$ cat src/rtl/noc_input_buffer_if.sv
// Handshake and status bundle between a router port's input buffer and the crossbar.
// The crossbar side is the master: it pushes flits in and pops them out.
// The buffer side is the slave: it reports the front flit and status.
interface noc_input_buffer_if #(
    parameter int addr_w = 3,
    parameter int width  = 10
);
    logic [width-1:0]  in;
    logic              push;
    logic              pop;
    logic [width-1:0]  out;
    logic [addr_w-1:0] empty_room;
    logic [addr_w-1:0] packet_size;
    // Destination id of the front packet ("dist" is a reserved word in SystemVerilog).
    logic [width-3:0]  dist_id;
    logic              overflow;
    logic              underflow;

    modport master (
        output in, push, pop,
        input  out, empty_room, packet_size, dist_id, overflow, underflow
    );

    modport slave (
        input  in, push, pop,
        output out, empty_room, packet_size, dist_id, overflow, underflow
    );
endinterface

$ cat src/rtl/noc_input_buffer.sv
// Store-and-forward input buffer for one mesh-router port.
// Flits sit in a circular store with first-word fall-through.
// A side FIFO of packet lengths holds one entry per packet whose tail has arrived.
// A packet's size becomes visible to the crossbar only once that packet is complete.
module noc_input_buffer #(
    parameter int addr_w = 3,
    parameter int width  = 10
) (
    input  logic              clk,
    input  logic              rst,
    noc_input_buffer_if.slave bus
);

    localparam int SLOTS = 1 << addr_w;
    localparam int DEPTH = SLOTS - 1;
    localparam logic [addr_w-1:0] DEPTH_V = addr_w'(DEPTH);
    localparam logic [addr_w-1:0] ONE     = addr_w'(1);

    typedef enum logic [1:0] {
        FT_BODY   = 2'b00,
        FT_TAIL   = 2'b01,
        FT_HEAD   = 2'b10,
        FT_SINGLE = 2'b11
    } flit_type_e;

    logic [width-1:0]  mem [SLOTS];
    logic [addr_w-1:0] wr_ptr;
    logic [addr_w-1:0] rd_ptr;
    logic [addr_w-1:0] cnt;

    logic [addr_w-1:0] len_mem [SLOTS];
    logic [addr_w-1:0] len_wr;
    logic [addr_w-1:0] len_rd;
    logic [addr_w-1:0] len_cnt;

    logic [addr_w-1:0] acc;
    logic [addr_w-1:0] popped;
    logic [width-3:0]  dist_q;
    logic              overflow_q;
    logic              underflow_q;

    logic              full;
    logic              empty;
    logic              push_ok;
    logic              pop_ok;
    logic              len_empty;
    logic              len_push;
    logic              len_pop;
    logic [width-1:0]  front;
    flit_type_e        in_type;
    flit_type_e        front_type;
    logic              in_ends_packet;
    logic              front_ends_packet;

    // Full is judged on the occupancy before this edge's pop, so a pop cannot make room for a simultaneous push.
    assign full      = (cnt == DEPTH_V);
    assign empty     = (cnt == '0);
    assign push_ok   = bus.push && !full;
    assign pop_ok    = bus.pop && !empty;
    assign len_empty = (len_cnt == '0);

    assign front             = empty ? '0 : mem[rd_ptr];
    assign in_type           = flit_type_e'(bus.in[width-1:width-2]);
    assign front_type        = flit_type_e'(front[width-1:width-2]);
    assign in_ends_packet    = (in_type == FT_TAIL) || (in_type == FT_SINGLE);
    assign front_ends_packet = (front_type == FT_TAIL) || (front_type == FT_SINGLE);

    // A length entry is written only when a packet is closed and removed when its last flit leaves.
    assign len_push = push_ok && in_ends_packet;
    assign len_pop  = pop_ok && front_ends_packet && !len_empty;

    // Flit storage write port; the contents need no reset because cnt gates visibility.
    always_ff @(posedge clk) begin
        if (push_ok) begin
            mem[wr_ptr] <= bus.in;
        end
    end

    // Main store pointers and occupancy.
    always_ff @(posedge clk or posedge rst) begin
        if (rst) begin
            wr_ptr <= '0;
            rd_ptr <= '0;
            cnt    <= '0;
        end else begin
            if (push_ok) begin
                wr_ptr <= wr_ptr + ONE;
            end
            if (pop_ok) begin
                rd_ptr <= rd_ptr + ONE;
            end
            if (push_ok && !pop_ok) begin
                cnt <= cnt + ONE;
            end else if (pop_ok && !push_ok) begin
                cnt <= cnt - ONE;
            end
        end
    end

    // Length FIFO storage; an entry is acc+1, the full length of the packet just closed.
    always_ff @(posedge clk) begin
        if (len_push) begin
            len_mem[len_wr] <= acc + ONE;
        end
    end

    // Length FIFO pointers and count.
    always_ff @(posedge clk or posedge rst) begin
        if (rst) begin
            len_wr  <= '0;
            len_rd  <= '0;
            len_cnt <= '0;
        end else begin
            if (len_push) begin
                len_wr <= len_wr + ONE;
            end
            if (len_pop) begin
                len_rd <= len_rd + ONE;
            end
            if (len_push && !len_pop) begin
                len_cnt <= len_cnt + ONE;
            end else if (len_pop && !len_push) begin
                len_cnt <= len_cnt - ONE;
            end
        end
    end

    // Per-packet counters: flits accepted into the open packet and flits already drained from the front packet.
    always_ff @(posedge clk or posedge rst) begin
        if (rst) begin
            acc    <= '0;
            popped <= '0;
        end else begin
            if (push_ok) begin
                if (in_ends_packet) begin
                    acc <= '0;
                end else begin
                    acc <= acc + ONE;
                end
            end
            if (pop_ok) begin
                if (front_ends_packet) begin
                    popped <= '0;
                end else begin
                    popped <= popped + ONE;
                end
            end
        end
    end

    // Remember the destination once the head leaves, so body and tail flits still report it.
    always_ff @(posedge clk or posedge rst) begin
        if (rst) begin
            dist_q <= '0;
        end else if (pop_ok && (front_type == FT_HEAD)) begin
            dist_q <= front[width-3:0];
        end
    end

    // Sticky error flags, cleared only by reset.
    always_ff @(posedge clk or posedge rst) begin
        if (rst) begin
            overflow_q  <= 1'b0;
            underflow_q <= 1'b0;
        end else begin
            if (bus.push && full) begin
                overflow_q <= 1'b1;
            end
            if (bus.pop && empty) begin
                underflow_q <= 1'b1;
            end
        end
    end

    assign bus.out         = front;
    assign bus.empty_room  = DEPTH_V - cnt;
    assign bus.packet_size = len_empty ? '0 : (len_mem[len_rd] - popped);
    assign bus.dist_id     = ((front_type == FT_HEAD) || (front_type == FT_SINGLE))
                             ? front[width-3:0] : dist_q;
    assign bus.overflow    = overflow_q;
    assign bus.underflow   = underflow_q;

endmodule

$ cat src/flat_wrapper.sv
// flat-port wrapper written by rule: the top's interface ports become plain ports
module noc_input_buffer_flat 
#(
    parameter int addr_w = 3,
    parameter int width  = 10
)
  (clk, rst, bus_in, bus_push, bus_pop, bus_out, bus_empty_room, bus_packet_size, bus_dist_id, bus_overflow, bus_underflow);
  noc_input_buffer_if #(.addr_w(addr_w), .width(width)) bus_i ();
  input  logic clk;
  input  logic rst;
  input wire logic [$bits(bus_i.in)-1:0] bus_in;
  input wire logic [$bits(bus_i.push)-1:0] bus_push;
  input wire logic [$bits(bus_i.pop)-1:0] bus_pop;
  output wire logic [$bits(bus_i.out)-1:0] bus_out;
  output wire logic [$bits(bus_i.empty_room)-1:0] bus_empty_room;
  output wire logic [$bits(bus_i.packet_size)-1:0] bus_packet_size;
  output wire logic [$bits(bus_i.dist_id)-1:0] bus_dist_id;
  output wire logic [$bits(bus_i.overflow)-1:0] bus_overflow;
  output wire logic [$bits(bus_i.underflow)-1:0] bus_underflow;
  assign bus_i.in = bus_in;
  assign bus_i.push = bus_push;
  assign bus_i.pop = bus_pop;
  assign bus_out = bus_i.out;
  assign bus_empty_room = bus_i.empty_room;
  assign bus_packet_size = bus_i.packet_size;
  assign bus_dist_id = bus_i.dist_id;
  assign bus_overflow = bus_i.overflow;
  assign bus_underflow = bus_i.underflow;
  noc_input_buffer #(.addr_w(addr_w), .width(width)) u_core (.clk(clk), .rst(rst), .bus(bus_i));
endmodule
$ cat config.mk
export PLATFORM = sky130hd
export DESIGN_NAME = noc_input_buffer_flat
export DESIGN_NICKNAME = d
export VERILOG_FILES = /design/src/rtl/noc_input_buffer_if.sv /design/src/rtl/noc_input_buffer.sv /design/src/flat_wrapper.sv
export SDC_FILE = /design/constraint.sdc
export NUM_CORES = 1
export LEC_CHECK = 0
export BUFFER_PORTS_ARGS = -buffer_cell sky130_fd_sc_hd__buf_2
export CAP_MARGIN = 15
export CORE_ASPECT_RATIO = 1.2
export CORE_UTILIZATION = 50
export DETAILED_ROUTE_END_ITERATION = 16
export PLACE_DENSITY_LB_ADDON = 0.3
export SYNTH_ARGS = -nofsm -noshare
export SYNTH_HDL_FRONTEND = slang
export SYNTH_SLANG_ARGS = --single-unit
export TNS_END_PERCENT = 20
$ cat constraint.sdc
create_clock -name clk -period 3.3 [get_ports clk]
set_clock_uncertainty 0.1 [all_clocks]
set_input_delay 0.33 -clock clk [delete_from_list [all_inputs] [get_ports clk]]
set_output_delay 0.33 -clock clk [all_outputs]
set_load 0.1 [all_outputs]
---- After elaboration in Yosys (flattened, before gate mapping) ----
Memories as Yosys holds them, arrays and structs flattened.
Cells that the tools add are included.
word-level totals
  register bits ........................... 34
  memories kept ........................... 2
  output and inout port bits .............. 26
  bits in writable memories ............... 104
memories
  name            words  width  rd ports  clocked after memory_dff  write ports  RTL line                text
  u_core.mem      8      10     1         0                         1            noc_input_buffer.sv:26  logic [width-1:0] mem [SLOTS];
  u_core.len_mem  8      3      1         0                         1            noc_input_buffer.sv:31  logic [addr_w-1:0] len_mem [SLOTS];
cells by class
  add/subtract/negate cells ............... 12
  reduce and logical (&&, ||, !) cells .... 26
  multiplexer cells ....................... 13
  eq/ne operators ......................... 6
operators by type and width
  operator               number
  $add A3 B1 Y3 const B  8
  $mux W3                7
  $logic_and A1 B1 Y1    12
  $mux W10               1
  $mux W8                1
  $logic_not A1 Y1       7
  $eq A2 B2 Y1 const B   3
  $logic_not A3 Y1       2
  $sub A3 B1 Y3 const B  2
  $eq A2 B1 Y1 const B   2
  $mux W1                4
  $reduce_bool A2 Y1     2
  $eq A3 B3 Y1 const B   1
  $logic_or A1 B1 Y1     3
  $sub A3 B3 Y3          1
  $sub A3 B3 Y3 const A  1

---- Longest topological paths before layout ----
  depth in word-level cells ............... 9
  mapped depth ............................ 11
  depth with buffers taken out ............ 11

---- Least setup slack after synthesis ----
No wires, ideal clock.
  kind .................................... register -> output
  start point ............................. register u_core.len_rd[0]
  end point ............................... output port bus_packet_size[2]
  stages on the path, launching flop included .. 10
  arrival time ............................ 3.494 ns
  slack ................................... -0.624 ns
  buffers on the path ..................... 1
  cell sequence ........................... dfrtp_1 -> clkbuf_1 -> mux4_2 -> mux2i_1 -> ha_1 -> inv_1 -> fa_1 -> xor2_1 -> xnor2_1 -> nor2_1
between the ends
  word-level cells in the longest chain between the ends .. 3
ends and longest elaborated chain
  item                      RTL line                 text
  start: declaration        noc_input_buffer.sv:33   logic [addr_w-1:0] len_rd;
  start signal: assignment  noc_input_buffer.sv:118  len_rd <= len_rd + ONE;
  $mem_v2 Z8 W3             --
  $sub A3 B3 Y3             noc_input_buffer.sv:177  assign bus.packet_size = len_empty ? '0 : (len_mem[len_rd] - popped);
  $mux W3                   noc_input_buffer.sv:177
  end: declaration          flat_wrapper.sv:16       output wire logic [$bits(bus_i.packet_size)-1:0] bus_packet_size;
No other way between the ends.

---- Final worst setup path ----
Same ends and word-level chain as after synthesis.

==> flow_metrics.tcl <==
set metrics [dict create \
    status "finished, final reports clean" \
    grt_max_degree 26 \
    setup-violations-final 0 \
    rsz0062_at_grt "yes" \
    yosysMostFrequentCell "edfxtp_1" \
    io_pins 40 \
    path_cells "mux4_2, mux2i_1, ha_2, inv_2, fa_2, xor2_2, xnor2_1, nor2_2, buf_12" \
    async_flop_share_pct 24.6 \
    grt_first_pass_wirelength_microns 17300 \
    placementRows 42 \
    worstReg2RegEnd "u_core.len_cnt[2]" \
    critPathLaunch "u_core.len_rd[0]" \
    area_growth_pct 21.5 \
    yosysSeqAreaShare_pct 67.7 \
    dp_hpwl_microns 6940 \
    portBuffers 39 \
    nets 428 \
    tightest_slew_ns 0.883 \
    ys.flop_type "edfxtp_1" \
    min_period_ns 3.24 \
    cp.arrival_ns 2.81 \
    fin_crit_sh_pct 98.2 \
    maxCapViolations 0 \
    worst-path-buf-inv 2 \
    cp_max_fo 7 \
    crit_type "register to output pin" \
    start_util_pct 52.2 \
    regToRegSetupSlack_ns 0.55 \
    routed_wl_microns 10700 \
    htreeDepth 4 \
    drv_slew 0 \
    drt-initial-drc-count 159 \
    diodes 0 \
    antenna_found_initial 0 \
    worst_ep_required_time_ns 2.87 \
    grt_overflow 0 \
    hold_viol_final 0 \
    cts_max_path_buffers 2 \
    synth_edf_count 104 \
    cts_buffers 17 \
    crit_slowest_cell "mux4_2" \
    cts_root_buf "clkbuf_16" \
    startpoint_type "register" \
    tritoncts "done" \
    yosysWarnings 0 \
    endpoint_kind "output pin" \
    drive_above_1_share_pct 34.9 \
    fp.dieH_microns 121 \
    cts_sinks 138 \
    layoutNonFillerInstCount 569 \
    core_area_sq_mm 0.0112 \
    synth_top_cell_by_area "edfxtp_1" \
    gp_congestion 0.737 \
    min_to "u_core.bus.underflow" \
    detail-route-antenna-nets 0 \
    vias_per_cell 5.38 \
    route.detailed.drc 0 \
    rr_startpoint "u_core.cnt[0]" \
    slowest_delay_ns 0.52 \
    postSynthAreaPerCell_sq_um 17.6 \
    dieArea_sq_mm 0.0122 \
    grt_pass1_vias 3284 \
    cp_top_family "multiplexers" \
    clk_pin_slew_ns 0.06 \
    hold_class "input pin to register" \
    syn_nets 360 \
    ff2ff_path_depth 11 \
    synth_cell_types 46 \
    max_freq_ghz 0.309 \
    clock_latency_ns 0.41 \
    synth.cell_area_sq_mm 0.00587 \
    ys_top_cells_by_area "edfxtp_1 53%, dfrtp_1 15%, mux4_2 6.5%, mux4_1 3.1%, mux2_4 2.3%" \
    syn_inst 334 \
    vias 3061 \
    min_path_cells 2 \
    wl_per_cell_microns 18.9 \
    track_usage_pct 20.0 \
    hold_start "bus_pop" \
    die_w_microns 101 \
    slew_headroom_pct 41.1 \
    synth-seq-cells 138 \
    yosysTopAreaCellShare_pct 53.2 \
    dr.pass1.iters 4 \
    yosys-top-cells-count "104 x edfxtp_1, 34 x dfrtp_1, 23 x nor2_1, 19 x nand2_1, 17 x mux4_2" \
    placedCellCount 532 \
]
[kinds of logic (layout without fill, tap and decap cells)]
group | count (synthesis) | in the layout | synth area share, %
DFF | 138 | 138 | 67.7
and+or+nand+nor | 76 | 76 | 6.82
muxes | 58 | 58 | 16.7
buffers and inverters | 23 | 104 | 2.05
xor gates and xnor gates | 16 | 16 | 2.39
adders and majority gates | 12 | 12 | 2.94
AOI/OAI and AO/OA | 11 | 11 | 1.34
[state kept, by name (all words and copies together) (netlist names)]
| signal | count |
|---|---|
| u_core.mem | 80 |
| u_core.len_mem | 24 |
| u_core.dist_q | 8 |
| u_core.acc | 3 |
| u_core.cnt | 3 |
| u_core.len_cnt | 3 |
| u_core.len_rd | 3 |
| u_core.len_wr | 3 |
| u_core.popped | 3 |
| u_core.rd_ptr | 3 |
| u_core.wr_ptr | 3 |
| u_core.bus.overflow | 1 |
| u_core.bus.underflow | 1 |
[layout make-up]
| type | count | area [sq um] |
|---|---|---|
| clock buffers | 17 | 425 |
| clock inverters | 15 | 159 |
| fillers | 820 | 4120 |
| inverters | 13 | 48.8 |
| multi-input cells | 173 | 1820 |
| flip-flops and latches | 138 | 3980 |
| well taps | 154 | 193 |
| repair buffers | 59 | 513 |
[per-layer routing]
| layer | vias up | global-route usage [%] | share of wire, % |
|---|---|---|---|
| li1 | 1412 | - | - |
| met1 | 1556 | 23.9 | 40 |
| met2 | 69 | 34.1 | 54 |
| met3 | 24 | 4.57 | 3.5 |
| met4 | 0 | 9.42 | 2.4 |
| met5 | - | 0 | 0 |
[stage by stage]
stage / TNS [ns] / utilization [%] / setup slack (ns) / hold WS [ns] / area [sq um]
final: 0 / 63.4 / 0.0597 / 0.0477 / 7130
after global routing: -0.0527 / 63.4 / -0.0527 / 0.0309 / 7130
after CTS: 0 / 63.2 / 0.0422 / 0.0322 / 7110
after detailed placement: 0 / 57.7 / 0.289 / 0.345 / 6490
after global placement: 0 / 57.7 / 0.364 / 0.344 / 6490
after floorplan: -1.83 / - / -0.398 / 0.329 / 5890
[cell usage in the layout, fill, tap and decap left out, drive strengths merged, types with 2 or more instances in the layout]
cell | synthesis | final
nand2 | 20 | 20
clkbuf | 3 | 17
mux2 | 22 | 22
dfrtp | 34 | 34
nor3b | 2 | 2
o21ai | 3 | 3
nor3 | 11 | 11
xnor2 | 11 | 11
nor4 | 2 | 2
fa | 3 | 3
xor2 | 5 | 5
ha | 9 | 9
nand2b | 4 | 4
mux2i | 12 | 12
a21o | 3 | 3
nor2b | 3 | 3
nor2 | 24 | 24
a21oi | 2 | 2
buf | 7 | 58
edfxtp | 104 | 104
nand3 | 4 | 4
mux4 | 24 | 24
clkinv | 1 | 4
inv | 12 | 20
clkinvlp | 0 | 3
[what timing repair did]
action | 4_1_cts | 5_1_grt
resized for setup | 2 | 4
buffers inserted | 3 | 1
pin swaps | 0 | 4
hold buffers | 1 | 0
endpoints found under the setup margin | 2 | 1
hold endpoints to repair | 16 | 0
[worst max-delay path by stage]
| stage | endpoint | slack, ns | cells past startpoint |
|---|---|---|---|
| finish | bus_packet_size[2] | 0.06 | 9 |
| floorplan | bus_dist_id[4] | -0.40 | 7 |
| detailed placement | bus_packet_size[1] | 0.29 | 7 |
| CTS | bus_packet_size[2] | 0.04 | 9 |
| global route | bus_packet_size[2] | -0.05 | 9 |
| global placement | bus_packet_size[1] | 0.36 | 7 |
Power is not shown: default switching activity piles up to over one toggle a cycle in this logic, so the estimate is an artifact.
